==> config.mk <==
export PLATFORM = sky130hd
export DESIGN_NAME = div_sched
export DESIGN_NICKNAME = d
export VERILOG_FILES = /design/src/rtl/div_sched.sv
export SDC_FILE = /design/constraint.sdc
export NUM_CORES = 1
export LEC_CHECK = 0
export CAP_MARGIN = 0
export CORE_MARGIN = 2
export CORE_UTILIZATION = 45
export CTS_CLUSTER_DIAMETER = 40
export DETAILED_ROUTE_END_ITERATION = 6
export DONT_BUFFER_PORTS = 1
export GPL_TIMING_DRIVEN = 0
export PLACE_DENSITY = 0.61
export SYNTH_ARGS = -nofsm -noshare
export SYNTH_HDL_FRONTEND = slang
export SYNTH_SLANG_ARGS = --single-unit
export TNS_END_PERCENT = 5
==> constraint.sdc <==
create_clock -name clk -period 4.4 [get_ports clk]
set_clock_uncertainty 0.15 [all_clocks]
set_input_delay 1.1 -clock clk [delete_from_list [all_inputs] [get_ports clk]]
set_output_delay 1.1 -clock clk [all_outputs]
set_load 0.01 [all_outputs]
==> src/rtl/div_sched.sv <==
// Issue-side controller for the iterative divider: accepts one DIV/REM op,
// short-circuits RISC-V special cases and memo hits, and writes back over valid/ready.
module div_sched #(
    parameter int LEN_WORD = 32,
    parameter int TAG_W    = 5,
    parameter int MEMO_EN  = 1
) (
    input  logic                clk,
    input  logic                rstn,
    input  logic                req_valid,
    output logic                req_ready,
    input  logic [LEN_WORD-1:0] req_rs1,
    input  logic [LEN_WORD-1:0] req_rs2,
    input  logic                req_unsig,
    input  logic                req_rem,
    input  logic [TAG_W-1:0]    req_tag,
    input  logic                flush,
    output logic                div_order,
    input  logic                div_accepted,
    input  logic                div_done,
    output logic [LEN_WORD-1:0] div_rs1,
    output logic [LEN_WORD-1:0] div_rs2,
    output logic                div_unsig,
    output logic                div_rem,
    input  logic [LEN_WORD-1:0] div_rd,
    output logic                wb_valid,
    input  logic                wb_ready,
    output logic [LEN_WORD-1:0] wb_data,
    output logic [TAG_W-1:0]    wb_tag
);

    // state | meaning
    // IDLE  | ready for a new op
    // ISSUE | order raised, waiting for div_accepted
    // WAIT  | op in divider, waiting for div_done
    // RESP  | result held on writeback port until wb_ready
    // DRAIN | flushed op still in divider; absorb its div_done, no writeback
    typedef enum logic [2:0] {
        S_IDLE  = 3'd0,
        S_ISSUE = 3'd1,
        S_WAIT  = 3'd2,
        S_RESP  = 3'd3,
        S_DRAIN = 3'd4
    } state_t;

    localparam logic                MEMO_ON = (MEMO_EN != 0);
    localparam logic [LEN_WORD-1:0] MIN_NEG = {1'b1, {(LEN_WORD-1){1'b0}}};

    state_t              state_q, state_d;
    logic [LEN_WORD-1:0] rs1_q, rs1_d;
    logic [LEN_WORD-1:0] rs2_q, rs2_d;
    logic                unsig_q, unsig_d;
    logic                rem_q, rem_d;
    logic [TAG_W-1:0]    tag_q, tag_d;
    logic [LEN_WORD-1:0] wb_data_q, wb_data_d;

    logic                memo_valid_q, memo_valid_d;
    logic [LEN_WORD-1:0] memo_rs1_q, memo_rs1_d;
    logic [LEN_WORD-1:0] memo_rs2_q, memo_rs2_d;
    logic                memo_unsig_q, memo_unsig_d;
    logic                memo_rem_q, memo_rem_d;
    logic [LEN_WORD-1:0] memo_data_q, memo_data_d;

    logic                div_by_zero;
    logic                sgn_ovf;
    logic                memo_hit;
    logic                fast_path;
    logic [LEN_WORD-1:0] fast_data;
    logic                memo_load;

    // Classification of the incoming request; special cases win over the memo.
    always_comb begin
        div_by_zero = (req_rs2 == '0);
        sgn_ovf     = !req_unsig && (req_rs1 == MIN_NEG) && (req_rs2 == '1);
        memo_hit    = MEMO_ON && memo_valid_q
                      && (req_rs1 == memo_rs1_q) && (req_rs2 == memo_rs2_q)
                      && (req_unsig == memo_unsig_q) && (req_rem == memo_rem_q);
        fast_path   = div_by_zero || sgn_ovf || memo_hit;
        if (div_by_zero) begin
            fast_data = req_rem ? req_rs1 : '1;
        end else if (sgn_ovf) begin
            fast_data = req_rem ? '0 : MIN_NEG;
        end else begin
            fast_data = memo_data_q;
        end
    end

    always_comb begin
        state_d      = state_q;
        rs1_d        = rs1_q;
        rs2_d        = rs2_q;
        unsig_d      = unsig_q;
        rem_d        = rem_q;
        tag_d        = tag_q;
        wb_data_d    = wb_data_q;
        memo_valid_d = memo_valid_q;
        memo_rs1_d   = memo_rs1_q;
        memo_rs2_d   = memo_rs2_q;
        memo_unsig_d = memo_unsig_q;
        memo_rem_d   = memo_rem_q;
        memo_data_d  = memo_data_q;
        memo_load    = 1'b0;
        req_ready    = 1'b0;
        div_order    = 1'b0;
        wb_valid     = 1'b0;

        case (state_q)
            S_IDLE: begin
                req_ready = !flush;
                if (req_valid && !flush) begin
                    rs1_d   = req_rs1;
                    rs2_d   = req_rs2;
                    unsig_d = req_unsig;
                    rem_d   = req_rem;
                    tag_d   = req_tag;
                    if (fast_path) begin
                        wb_data_d = fast_data;
                        state_d   = S_RESP;
                    end else begin
                        state_d = S_ISSUE;
                    end
                end
            end
            S_ISSUE: begin
                div_order = 1'b1;
                if (flush) begin
                    state_d = div_accepted ? S_DRAIN : S_IDLE;
                end else if (div_accepted) begin
                    state_d = S_WAIT;
                end
            end
            S_WAIT: begin
                if (div_done) begin
                    memo_load = 1'b1;
                    if (flush) begin
                        state_d = S_IDLE;
                    end else begin
                        wb_data_d = div_rd;
                        state_d   = S_RESP;
                    end
                end else if (flush) begin
                    state_d = S_DRAIN;
                end
            end
            S_RESP: begin
                wb_valid = 1'b1;
                if (flush || wb_ready) begin
                    state_d = S_IDLE;
                end
            end
            S_DRAIN: begin
                if (div_done) begin
                    memo_load = 1'b1;
                    state_d   = S_IDLE;
                end
            end
            default: state_d = S_IDLE;
        endcase

        // A flushed op's result is still correct for its operands, so it may seed the memo.
        if (memo_load) begin
            memo_valid_d = 1'b1;
            memo_rs1_d   = rs1_q;
            memo_rs2_d   = rs2_q;
            memo_unsig_d = unsig_q;
            memo_rem_d   = rem_q;
            memo_data_d  = div_rd;
        end
    end

    always_ff @(posedge clk or negedge rstn) begin
        if (!rstn) begin
            state_q      <= S_IDLE;
            rs1_q        <= '0;
            rs2_q        <= '0;
            unsig_q      <= 1'b0;
            rem_q        <= 1'b0;
            tag_q        <= '0;
            wb_data_q    <= '0;
            memo_valid_q <= 1'b0;
            memo_rs1_q   <= '0;
            memo_rs2_q   <= '0;
            memo_unsig_q <= 1'b0;
            memo_rem_q   <= 1'b0;
            memo_data_q  <= '0;
        end else begin
            state_q      <= state_d;
            rs1_q        <= rs1_d;
            rs2_q        <= rs2_d;
            unsig_q      <= unsig_d;
            rem_q        <= rem_d;
            tag_q        <= tag_d;
            wb_data_q    <= wb_data_d;
            memo_valid_q <= memo_valid_d;
            memo_rs1_q   <= memo_rs1_d;
            memo_rs2_q   <= memo_rs2_d;
            memo_unsig_q <= memo_unsig_d;
            memo_rem_q   <= memo_rem_d;
            memo_data_q  <= memo_data_d;
        end
    end

    assign div_rs1   = rs1_q;
    assign div_rs2   = rs2_q;
    assign div_unsig = unsig_q;
    assign div_rem   = rem_q;
    assign wb_data   = wb_data_q;
    assign wb_tag    = tag_q;

endmodule

# [After elaboration in Yosys (flattened, before gate mapping)]
# Cells that the tools add are included.
[word_totals] register_bits=205 out_inout_bits=106 word_cells=75
[op_classes] eq_ne=18 n_mux=25 reduce_logical=19
[ops] op="32-bit 2-to-1 mux" count=8
[ops] op="32-bit == test" count=2
[ops] op="32-bit == test, second input constant" count=2
[ops] op="32-bit case mux with 2 select lines" count=1
[ops] op="32-bit logical NOT" count=1
[ops] op="3-bit 2-to-1 mux" count=8
[ops] op="3-bit case mux with 5 select lines" count=1
[ops] op="2-bit != test, second input constant" count=6
[ops] op="5-bit AND reduction" count=2
[ops] op="1-bit logical AND" count=7
[ops] op="3-bit by 2-bit == test with 1-bit output, second input constant" count=2
[ops] op="3-bit != test, second input constant" count=2
[ops] op="1-bit 2-to-1 mux" count=5
[ops] op="2-bit 2-to-1 mux" count=2
[ops] op="3-bit by 1-bit == test with 1-bit output, second input constant" count=1
[ops] op="3-bit == test, second input constant" count=1
[ops] op="3-bit logical NOT" count=1
[ops] op="1-bit logical OR" count=3
[ops] op="1-bit == test" count=2
[ops] op="1-bit logical NOT" count=2
[ops] op="2-bit AND reduction" count=1
[ops] op="2-bit nonzero test" count=1
[ops] op="2-bit OR reduction" count=1

# [Depth between registers and ports, before layout]
[depth] ltp_word=9 depth_mapped=9

# [Worst setup path after synthesis]
# OpenSTA, ideal clock, no wires.
[synth_path] path_kind="input-to-reg" from="in req_rs2[18]" to="reg wb_data_q[31] (netlist: wb_data[31])" t_arrival_ns=2.915 required_time_ns=4.123 setup_slack_ns=1.207 stages=8 path_buffers=1 cell_sequence="xor2_1 a221o_1 or4_1 nor4_1 a211oi_1 o22a_1 buf_6 mux2_1"
[synth_via] elab_chain_len=7 elab_cells_between_ends=16 cone_classes="eq/ne (3); mux (5); reduce/logical (8)"
[synth_rtl] element="start, declared" line_no="13" source="input logic [LEN_WORD-1:0] req_rs2,"
[synth_rtl] element="32-bit == test (on tied branches)" line_no="74, 76"
[synth_rtl] element="1-bit logical AND (on tied branches)" line_no="74, 76"
[synth_rtl] element="32-bit 2-to-1 mux / 1-bit logical AND (equally long branches)" line_no="81, 77"
[synth_rtl] element="32-bit 2-to-1 mux / 1-bit logical AND (equally long branches)" line_no="79, 77"
[synth_rtl] element="32-bit 2-to-1 mux / 1-bit logical OR (equally long branches)" line_no="116, 78"
[synth_rtl] element="32-bit 2-to-1 mux / 2-bit != test (equally long branches)"
[synth_rtl] element="32-bit case mux with 2 select lines / 5-bit AND reduction (equally long branches)"
[synth_rtl] element="end signal, assigned" line_no="193" source="wb_data_q <= wb_data_d;"
[synth_rtl] element="end, declared" line_no="55" source="logic [LEN_WORD-1:0] wb_data_q, wb_data_d;"
# Several ways; a longest one is shown, not always the timed one. The select of a mux whose other input is x is not followed.
# A chain may end at the register's enable or synchronous reset.

# [Worst setup path in the final report]
[layout_path] from="in req_rs1[1]" to="reg wb_data_q[29] (netlist: wb_data[29])"
[layout_via] elab_chain_len=8 elab_cells_between_ends=17 cone_classes="eq/ne (3); mux (5); reduce/logical (9)"
[layout_rtl] element="start, declared" line_no="12" source="input logic [LEN_WORD-1:0] req_rs1,"
[layout_rtl] element="32-bit == test (on tied branches)" line_no="74, 76"
[layout_rtl] element="1-bit logical AND (on tied branches) (2 in a row)" line_no="74, 76"
[layout_rtl] element="32-bit 2-to-1 mux / 1-bit logical AND (equally long branches)" line_no="81, 77"
[layout_rtl] element="32-bit 2-to-1 mux / 1-bit logical AND (equally long branches)" line_no="79, 77"
[layout_rtl] element="32-bit 2-to-1 mux / 1-bit logical OR (equally long branches)" line_no="116, 78"
[layout_rtl] element="32-bit 2-to-1 mux / 2-bit != test (equally long branches)"
[layout_rtl] element="32-bit case mux with 2 select lines / 5-bit AND reduction (equally long branches)"
# Several ways; a longest one is shown, not always the timed one. The select of a mux whose other input is x is not followed.

==> results.yml <==
clock_tree:
  cts_tree: "yes"
  htree_levels: 2
  postCtsResizedCells: 0
  clk_latency_ns: 0.51
  post_cts_buffers: 0
  clkSlewWorstSetupHoldPaths_ns: 0.04
  ctsHoldBuffers: 0
  clkSinkCount: 205
  cts_inserted_buffers: 36
  cts_root_buf: "clkbuf_16"
  clock_path_buffers: 3
critical_path:
  arrival_ns: 3.40
  worstRegToRegCells: 7
  r2r_slack_ns: 1.24
  cp-start-kind: "input pin"
  cpPeakStageDelay_ns: 0.56
  cp_top_family: "simple AND/OR/NAND/NOR gates"
  crit_type: "in -> reg"
  crit_buf_inv: 1
  timing.rr.start: "state_q[2]"
  reg2reg_to: "memo_rs1_q[19]"
  crit_chain: "nor4_1, nand4_1, nor4_4, clkbuf_1, o221ai_1, o21ai_0, mux2i_1"
  cp.required_ns: 4.61
  cp_max_fo: 10
  slowest_stage: "nor4_4"
  cp-end-kind: "flop"
sta:
  tns_ns: 0
  fin_crit_sh: 0.7247
  slew_viol_final: 0
  setup_viol: 0
  worstMarginPinSlew_ns: 0.8045
  fin_ws_ns: 1.211
  max_freq_ghz: 0.3136
  slew_headroom: 0.4636
  holdWs_ns: 0.1617
  fin_crit_ns: 3.189
  rsz0062_at_grt: "no"
  hold_viol: 0
routing:
  antenna_left: 0
  totalWireLength_um: 27620
  via_per_inst: 5.835
  routedWlPerCell_um: 24.30
  drc: 0
  drtIter0Drc: 385
  num_vias: 6634
  dr.pass1.iters: 5
floorplan:
  die-area_um2: 22550
  pin_count: 216
  die_h_um: 150.2
  core-area_um2: 21020
  die_w_um: 150.2
  rows: 53
  start_util: 0.4573
final_layout:
  antenna_cells: 0
  nets: 946
  drive_above_1_share: 0.2587
  final_cell_count_no_fill: 1137
  synthToLayoutAreaGrowth_pct: 15.64
  fillers: 1806
synthesis:
  syn_area_um2: 9613
  synth_nets: 908
  synth_ff_type: "dfrtp_1"
  syn_avg_cell_area_um2: 12.05
  synth_edf_count: 0
  yosysWarningCount: 0
  netlist_top_cells_count: "dfrtp_1 (205), mux2_2 (156), nand2_1 (51)"
  synth-seq-cells: 205
  synthCells: 798
  yosysMostFrequentCell: "dfrtp_1"
  synth_largest_area_cell: "dfrtp_1"
  synth_cell_types: 41
  synth_seq_area_share: 0.5336
  synth_top_area_share: 0.5336
  synth-async-reset-ratio: 1.000
  synth.area.top_cells: "dfrtp_1 (53%), mux2_2 (18%), mux2i_1 (3.3%)"
placed_design:
  port_buffers: 0
  dp_slack_ns: 0.6883
  gp_congestion: 0.8767
  dp_cells: 1073
  hpwl_um: 20480
global_routing:
  grt-ovfl-total: 0
  grt_start_max_net_pins: 206
  grt_first_pass_wirelength_um: 41750
  antenna_found_initial: 0
  grt_usage: 0.2465
  grt_pass1_vias: 6918
outcome:
  status: "completed"
min_path:
  hp-class: "in -> async"
power_and_ir_drop:
  peakVddDrop_uv: 406.4
  power.density_nw_per_um2: 788.9
  leakage_nw: 4.960
job:
  maxCapViolCount: 0
stage by stage:
step	area [um2]	power, mW	util
after floorplan	9613	5.433	-
after global placement	9957	6.020	0.4737
after detailed placement	9957	6.171	0.4737
after CTS	11120	8.854	0.5288
after global routing	11120	9.282	0.5288
final	11120	8.770	0.5288
sequential cells by signal, indices dropped and copies added, names as in the netlist:
register	cells
div_rs2	32
memo_rs2_q	32
div_rs1	32
state_q	3
memo_rem_q	1
memo_data_q	32
div_unsig	1
wb_tag	5
memo_unsig_q	1
memo_valid_q	1
memo_rs1_q	32
div_rem	1
wb_data	32
logic make-up after synthesis:
| family | share of synthesized area |
|---|---|
| flops | 0.5336 |
| mux | 0.2172 |
| simple gates | 0.09059 |
| compound gates | 0.06872 |
| buf+inv | 0.03970 |
| xor+xnor | 0.05011 |
how the worst max path moves through the flow:
stage	from	endpoint	slack, ns	depth (start not counted)
6_report	req_rs1[1]	wb_data[29]	1.21	7
2_1_floorplan	req_rs2[18]	wb_data[31]	1.21	8
4_1_cts	req_rs1[1]	wb_data[29]	1.21	7
3_5_place_dp	req_rs1[1]	wb_data[29]	0.69	7
5_1_grt	state_q[2]	memo_rs1_q[22]	1.07	7
3_3_place_gp	req_rs2[0]	wb_data[31]	0.75	8
power breakdown:
group          switching (mW)  internal, mW
combinational            1.06          1.27
clock                   0.929          1.72
sequential              0.957          2.84
placed cells by master (no fill, tap or decap), types with 2 or more instances in the layout:
cell        count
a2111oi_0       3
a221oi_1        2
and4b_1         2
buf_1           2
buf_2           2
buf_6           4
clkbuf_1       45
clkbuf_16      37
clkbuf_8        7
clkinv_2        7
clkinvlp_4      2
dfrtp_1       205
inv_1          46
inv_6           3
mux2_2        156
mux2i_1        32
nand2_1        51
nand2b_1        2
nand3_1         3
nand4_1        16
nor2_1          6
nor2b_1        38
nor3_1          4
nor3b_1         4
nor4_1         25
o21ai_0        49
o221ai_1       31
o22ai_1         3
o2bb2ai_1       2
or2_2           2
xnor2_1        21
xor2_1         34
per-layer routing:
metal  vias up  part of all wire  wire length [um]  track usage
met5         -                 0                 0            0
met1      3336              0.39             10900       0.3151
met4         0             0.026               728      0.08066
met3        53              0.11              2960      0.08576
met2       318              0.47             13040       0.3938
li1       2927                 -                 -            -
layout make-up:
cell class / count / area, um2 / share of cell area
sequential: 205 / 5130 / 0.4615
multi-input combinational: 500 / 4101 / 0.3689
clock buffer: 50 / 1045 / 0.09398
tap: 275 / 344.1 / 0.03095
buffer: 47 / 209.0 / 0.01880
inverter: 46 / 172.7 / 0.01553
clock inverter: 14 / 115.1 / 0.01035
No activity file was read; power rests on OpenSTA's default activity.
